<file path="config.mk">
export PLATFORM = sky130hd
export DESIGN_NAME = skew_realigner_flat
export DESIGN_NICKNAME = d
export VERILOG_FILES = /design/src/rtl/skew_realigner_pkg.sv /design/src/rtl/skew_realigner_if.sv /design/src/rtl/skew_realigner_lane_delay.sv /design/src/rtl/skew_realigner.sv /design/src/flat_wrapper.sv
export SDC_FILE = /design/constraint.sdc
export NUM_CORES = 1
export LEC_CHECK = 0
export ABC_AREA = 1
export CORE_MARGIN = 2
export CORE_UTILIZATION = 62
export DETAILED_ROUTE_END_ITERATION = 8
export DONT_BUFFER_PORTS = 1
export GPL_TIMING_DRIVEN = 0
export PLACE_DENSITY = 0.78
export SLEW_MARGIN = 20
export SYNTH_ARGS = -nofsm -noshare
export SYNTH_HDL_FRONTEND = slang
export SYNTH_HIERARCHICAL = 1
export SYNTH_SLANG_ARGS = --single-unit
export TNS_END_PERCENT = 5
</file>
<file path="constraint.sdc">
create_clock -name clk -period 1.5 [get_ports clk]
set_input_delay 0.225 -clock clk [delete_from_list [all_inputs] [get_ports clk]]
set_output_delay 0.225 -clock clk [all_outputs]
set_load 0.02 [all_outputs]
</file>
<file path="src/rtl/skew_realigner_pkg.sv">
// Shared types and constants for the lane skew realigner.
package skew_realigner_pkg;

  localparam int unsigned SETTLE_CYCLES = 2;
  localparam int unsigned DROP_CNT_W    = 8;
  localparam int unsigned CNT_W         = 2;

  typedef enum logic {
    ALIGNED = 1'b0,
    SETTLE  = 1'b1
  } state_e;

endpackage

</file>
<file path="src/rtl/skew_realigner_if.sv">
// Lane bus between the upstream skewed stage and the realigned consumer.
interface skew_realigner_if #(
  parameter int unsigned WORD_SIZE = 16,
  parameter int unsigned LANES     = 4
);
  import skew_realigner_pkg::*;

  logic                        in_valid;
  logic [LANES*WORD_SIZE-1:0]  in_data;
  logic [LANES-1:0]            lane_shift_en;
  logic                        out_valid;
  logic [LANES*WORD_SIZE-1:0]  out_data;
  logic                        realign_busy;
  logic [DROP_CNT_W-1:0]       drop_count;

  modport master (
    output in_valid, in_data, lane_shift_en,
    input  out_valid, out_data, realign_busy, drop_count
  );

  modport slave (
    input  in_valid, in_data, lane_shift_en,
    output out_valid, out_data, realign_busy, drop_count
  );

endinterface

</file>
<file path="src/rtl/skew_realigner_lane_delay.sv">
// One lane: one register stage when the lane already arrives late, two otherwise.
module lane_delay #(
  parameter int unsigned WORD_SIZE = 16
) (
  input  logic                 clk,
  input  logic                 rst_n,
  input  logic                 shift_en_i,
  input  logic [WORD_SIZE-1:0] din_i,
  output logic [WORD_SIZE-1:0] dout_o
);

  logic [WORD_SIZE-1:0] stage1_q;
  logic [WORD_SIZE-1:0] dout_q;

  // Late lanes bypass stage1 so both paths land in the same output register.
  always_ff @(posedge clk or negedge rst_n) begin
    if (!rst_n) begin
      stage1_q <= '0;
      dout_q   <= '0;
    end else begin
      stage1_q <= din_i;
      dout_q   <= shift_en_i ? din_i : stage1_q;
    end
  end

  assign dout_o = dout_q;

endmodule

</file>
<file path="src/rtl/skew_realigner.sv">
// Realigns lanes with per-lane upstream skew; suppresses output while a skew change settles.
module skew_realigner
  import skew_realigner_pkg::*;
#(
  parameter int unsigned WORD_SIZE = 16,
  parameter int unsigned LANES     = 4
) (
  input  logic              clk,
  input  logic              rst_n,
  skew_realigner_if.slave   bus
);

  state_e                     state_q, state_d;
  logic [CNT_W-1:0]           cnt_q, cnt_d;
  logic [LANES-1:0]           cfg_q, cfg_d;
  logic                       cfg_mismatch;
  logic                       v1_q, v2_q;
  logic                       out_valid_q, out_valid_d;
  logic                       busy_q, busy_d;
  logic [DROP_CNT_W-1:0]      drop_q, drop_d;
  logic [LANES*WORD_SIZE-1:0] out_data_w;

  assign cfg_mismatch = (bus.lane_shift_en != cfg_q);

  always_ff @(posedge clk or negedge rst_n) begin
    if (!rst_n) begin
      state_q <= ALIGNED;
      cnt_q   <= '0;
      cfg_q   <= '0;
    end else begin
      state_q <= state_d;
      cnt_q   <= cnt_d;
      cfg_q   <= cfg_d;
    end
  end

  // Any skew change (re)arms the settle window with the new lane config.
  always_comb begin
    state_d = state_q;
    cnt_d   = cnt_q;
    cfg_d   = cfg_q;
    case (state_q)
      ALIGNED: begin
        if (cfg_mismatch) begin
          cfg_d   = bus.lane_shift_en;
          cnt_d   = CNT_W'(SETTLE_CYCLES);
          state_d = SETTLE;
        end
      end
      SETTLE: begin
        if (cfg_mismatch) begin
          cfg_d = bus.lane_shift_en;
          cnt_d = CNT_W'(SETTLE_CYCLES);
        end else if (cnt_q == CNT_W'(1)) begin
          cnt_d   = '0;
          state_d = ALIGNED;
        end else begin
          cnt_d = cnt_q - CNT_W'(1);
        end
      end
      default: state_d = ALIGNED;
    endcase
  end

  // Next values of the registered outputs; valid beats reaching stage 2 in SETTLE are dropped.
  always_comb begin
    busy_d      = (state_d == SETTLE);
    out_valid_d = v1_q && (state_d == ALIGNED);
    drop_d      = drop_q;
    if ((state_q == SETTLE) && v2_q && (drop_q != '1)) begin
      drop_d = drop_q + DROP_CNT_W'(1);
    end
  end

  always_ff @(posedge clk or negedge rst_n) begin
    if (!rst_n) begin
      v1_q        <= 1'b0;
      v2_q        <= 1'b0;
      out_valid_q <= 1'b0;
      busy_q      <= 1'b0;
      drop_q      <= '0;
    end else begin
      v1_q        <= bus.in_valid;
      v2_q        <= v1_q;
      out_valid_q <= out_valid_d;
      busy_q      <= busy_d;
      drop_q      <= drop_d;
    end
  end

  for (genvar i = 0; i < int'(LANES); i++) begin : g_lane
    lane_delay #(.WORD_SIZE(WORD_SIZE)) u_lane_delay (
      .clk        (clk),
      .rst_n      (rst_n),
      .shift_en_i (cfg_q[i]),
      .din_i      (bus.in_data[i*WORD_SIZE +: WORD_SIZE]),
      .dout_o     (out_data_w[i*WORD_SIZE +: WORD_SIZE])
    );
  end

  assign bus.out_valid    = out_valid_q;
  assign bus.out_data     = out_data_w;
  assign bus.realign_busy = busy_q;
  assign bus.drop_count   = drop_q;

endmodule

</file>
<file path="src/flat_wrapper.sv">
// flat-port wrapper written by rule: the top's interface ports become plain ports
module skew_realigner_flat import skew_realigner_pkg::*;
#(
  parameter int unsigned WORD_SIZE = 16,
  parameter int unsigned LANES     = 4
)
  (clk, rst_n, bus_in_valid, bus_in_data, bus_lane_shift_en, bus_out_valid, bus_out_data, bus_realign_busy, bus_drop_count);
  skew_realigner_if #(.WORD_SIZE(WORD_SIZE), .LANES(LANES)) bus_i ();
  input  logic clk;
  input  logic rst_n;
  input wire logic [$bits(bus_i.in_valid)-1:0] bus_in_valid;
  input wire logic [$bits(bus_i.in_data)-1:0] bus_in_data;
  input wire logic [$bits(bus_i.lane_shift_en)-1:0] bus_lane_shift_en;
  output wire logic [$bits(bus_i.out_valid)-1:0] bus_out_valid;
  output wire logic [$bits(bus_i.out_data)-1:0] bus_out_data;
  output wire logic [$bits(bus_i.realign_busy)-1:0] bus_realign_busy;
  output wire logic [$bits(bus_i.drop_count)-1:0] bus_drop_count;
  assign bus_i.in_valid = bus_in_valid;
  assign bus_i.in_data = bus_in_data;
  assign bus_i.lane_shift_en = bus_lane_shift_en;
  assign bus_out_valid = bus_i.out_valid;
  assign bus_out_data = bus_i.out_data;
  assign bus_realign_busy = bus_i.realign_busy;
  assign bus_drop_count = bus_i.drop_count;
  skew_realigner #(.WORD_SIZE(WORD_SIZE), .LANES(LANES)) u_core (.clk(clk), .rst_n(rst_n), .bus(bus_i));
endmodule
</file>
**After elaboration in Yosys (flattened, before gate mapping)**

Cells that the tools add are included.

- Add/subtract/negate cells: 2
- Equality and inequality tests: 4
- Multiplexer cells: 13
- Bitwise logic cells: 2
- Reduce and logical (&&, ||, !) cells: 3

Operator list:

| cell | number |
|---|---|
| $mux 16 | 4 |
| $add 8x1->8 const B | 1 |
| $ne 8x8->1 const B | 1 |
| $mux 2 | 3 |
| $mux 4 | 1 |
| $ne 4x4->1 | 1 |
| $pmux 2 s2 | 1 |
| $logic_and 1x1->1 | 3 |
| $mux 1 | 3 |
| $eq 2x1->1 const B | 1 |
| $ne 2x1->1 const B | 1 |
| $not 1->1 | 2 |
| $pmux 1 s2 | 1 |
| $sub 2x1->2 const B | 1 |

- Register bits: 146
- Output and inout bits: 74
- Word-level logic and storage cells: 39

**Logic depth before layout (Yosys ltp)**

- Depth after elaboration: 6
- Mapped depth: 8
- Gate-level depth less buffers: 8

**Hierarchy**

Netlist, hierarchy kept.

Modules (own cells, without submodules):

| module | times used | cells an instance | area each (um^2) | sequential area each (um^2) |
|---|---|---|---|---|
| lane_delay | 4 | 84 | 1,044.8 | 800.8 |
| skew_realigner | 1 | 115 | 888.4 | 450.4 |

**Least setup slack after synthesis**

Ideal clock, no wire load.

- Kind: register -> register
- Start: register u_core.drop_q[0] (netlist: u_core/bus.drop_count[0])
- End: register u_core.drop_q[5] (netlist: u_core/bus.drop_count[5])
- Library setup time: 117 ps
- Arrival time: 1,214 ps
- Path slack: 169 ps
- Cell stages (with the launch flop): 9
- Path buffers: 0
- Cell sequence: dfrtp_1 -> ha_1 -> nand3_2 -> inv_1 -> nand2_2 -> nand2_4 -> inv_4 -> nand2_1 -> nand2_1

- Word-level cells in the longest chain between the ends: 2
- Elaborated cells on any way between the ends: 3
- Classes of those cells: add/sub: 1; eq/ne: 1; reduce/logical: 1

Ends and longest elaborated chain:

| element | line | source |
|---|---|---|
| from (decl) | skew_realigner.sv:20 | `logic [DROP_CNT_W-1:0] drop_q, drop_d;` |
| from (signal assigned) | skew_realigner.sv:87 | `drop_q <= drop_d;` |
| branches (longest 2 deep; another with $add 8x1->8) | -- |  |

Several ways; the timed one is not identified.
A chain may end at the register's enable or synchronous reset.

**Final worst setup path**

- Start: register u_core.drop_q[0] (netlist: u_core/bus.drop_count[0])
- End: register u_core.drop_q[7] (netlist: u_core/bus.drop_count[7])

Same word-level chain as after synthesis.

==> metrics <==
vias in the first global route=3543; most frequent cells in the layout=nand2_1, dfrtp_1, dlygate4sd3_1; Slowest cell on crit path=dfrtp_2; Peak VDD IR=0.000938 V; CTS Buffer Depth=2; largest family of logic cells by synthesized area=simple AND/OR/NAND/NOR gates; crit path launch=u_core/bus.drop_count[0]; Worst-Skew Late Latency=500 ps; met1 wire length=3790 um; Pleak=3.24 nW; Reg clk slew, reported paths=60 ps; Final Hold Fails=146; Placed Cells=553; final-layout fill cell count=402; status=finished with violations; Place WS=5.98 ps; Min Hold Slack=-585 ps; #FFs+latches synth=146; gr ovfl total=0; post-synthesis simple-gate area fraction=0.209; Pre-Repair DR Iteration Count=4; first-pass GRT wire length=16600 um; most used cell, CP=nand2_1; Rows=32; Arr. time, crit path=1800 ps; Max-Cap Viols=0; number of synthesized flops with an enable pin=0; WL met2=5400 um; RSZ-0062 raised after global routing=false; CP max FO=9; antenna cells=0; Slew Limit Fails=0; post-synthesis sequential area ratio=0.721; drt total wl=10100 um; worst rel slew slack=0.755; number of port buffers=0; htree depth=4; CP endpoint kind=flip-flop; CP peak stage delay=500 ps; vias per cell=5.04; Post-synth ARST share=1.00; Die H=94.4 um; final instance area=6470 sq um; final core occ=0.829; Power per Cell Area=1440 nW/um^2; routed len/inst=15.5 um; WS Path Type=reg2reg; Synth Area per Inst=11.2 sq um; gpl congestion=0.750; Ports=145; slew at the pin closest to its max-slew limit=368 ps; clk sink count=146; setup bufs post-CTS=0; initial antenna violation count=0; fin crit period=1420 ps; ys flop type=dfrtp_1; area of the mapped netlist=5070 sq um; clk root buf=clkbuf_8; worst r2r src=u_core/bus.drop_count[0]; Initial DRC Count=196; Final WS setup=76.2 ps; # DRC=0; die area=8910 sq um; Num CTS Buffers=17; Layout area overhead=27.7%; synthesis warning total=6; HPWL after DPL=5760 um; Vias=3283; post-synthesis adder-cell area fraction=0.00494; failing checks=hold timing; Initial Util=0.649; core region area=7810 sq um; Mapped Cells=451; DIE WIDTH=94.4 um; Nets=612; worst min path class=in2async; final setup vio count=0; FMAX=702 MHz; Final Non-Filler Cells=652; Compound-Gate Fraction of Synth Area=0.00296; DRT antenna net count=0; crit-path cells=ha_4, nand3_2, inv_1, nand2_2, nand2_4, inv_4, nand2_1, nand2_1; WP data required=1880 ps; syn nets=524; layout cells sized above 1=0.138; capturing point of the worst reg2reg path=u_core/bus.drop_count[7]; largest net degree at the start of global routing=147; type of origin of the critical path=flip-flop; post-route total power=9.29 mW; Reg2Reg Depth=8; setup_tns=0 ps; Post-Synth XOR/XNOR Area=0.00519; placed inst area=5190 sq um; post-synth cell types=21; DR WL met3=787 um; GRT Resource Usage Total=0.247; # hold bufs at CTS=69; skew final=9.00 ps; R2R setup slack=80 ps; crit share post-route=0.949; TritonCTS clock tree=yes; max layer used=met4; mux cell area share after synthesis=0; commonest non-fill, non-tap cell in the layout=nand2_1
## critical path, delay by kind of cell, from the launching register on
kind | cells | cell delay, ps
and+or+nand+nor | 5 | 450
buffers and inverters | 2 | 160
DFF | 1 | 500
adders and majority gates | 1 | 190
## timing repair
| item | in CTS | in global routing |
|---|---|---|
| hold endpoints to repair | 282 | 146 |
| setup endpoints to repair | 5 | 6 |
| gates resized for setup | 1 | 3 |
## kinds of logic (layout without fill, tap and decap cells)
logic type,Yosys count,after routing
compound gates,3,3
flops,146,146
fa+ha+maj,2,2
simple gates,259,259
xor+xnor,3,3
buf+inv,38,137
## power by group
group          leakage, nW  total [mW]  switching [mW]  internal (mW)
clock network        0.273        3.95            1.51           2.45
registers             1.73        4.68           0.451           4.23
logic                 1.24       0.655           0.323          0.331
## layout make-up
type	count	area (sq um)	share of cell area
flip-flops and latches	146	3660	0.565
clock inverters	11	128	0.0197
repair buffers	69	691	0.107
clock buffers	19	442	0.0683
well taps	102	128	0.0197
multi-input cells	267	1140	0.176
plain buffers	16	185	0.0286
inverters	22	105	0.0162
## flip-flops by register name (all words and copies together), names as in the netlist
name,count
u_core/bus.drop_count,8
u_core/cnt_q,2
u_core/v1_q,1
u_core/bus.realign_busy,1
u_core/v2_q,1
u_core/g_lane.u_lane_delay/dout_o,64
u_core/bus.out_valid,1
u_core/cfg_q,4
u_core/g_lane.u_lane_delay/stage1_q,64
## per-layer routing
layer,up-vias,global-route usage
met4,0,0.0954
met1,1614,0.291
met2,124,0.417
met3,16,0.0918
met5,-,0
li1,1529,-
## synth_stat cells, types with 4 or more instances
| master | count | share of area |
|---|---|---|
| dfrtp_1 | 146 | 0.72 |
| inv_6 | 4 | 0.0069 |
| clkbuf_1 | 4 | 0.0030 |
| nand3_1 | 4 | 0.0040 |
| inv_1 | 17 | 0.013 |
| nand2_2 | 22 | 0.027 |
| buf_6 | 8 | 0.018 |
| nand2_1 | 219 | 0.16 |
| buf_12 | 4 | 0.016 |
| nor2_1 | 8 | 0.0059 |
## how the worst max path moves through the flow
| stage | endpoint | cells past startpoint | slack, ps |
|---|---|---|---|
| floorplan | u_core/bus.drop_count[5] | 8 | 170 |
| global placement | u_core/bus.drop_count[5] | 8 | 60 |
| detailed placement | u_core/bus.drop_count[5] | 8 | 6 |
| CTS | u_core/bus.drop_count[4] | 8 | 30 |
| global route | u_core/bus.drop_count[7] | 8 | 9 |
| finish | u_core/bus.drop_count[7] | 8 | 80 |
Note: power is estimated with default switching activity, not from simulation.
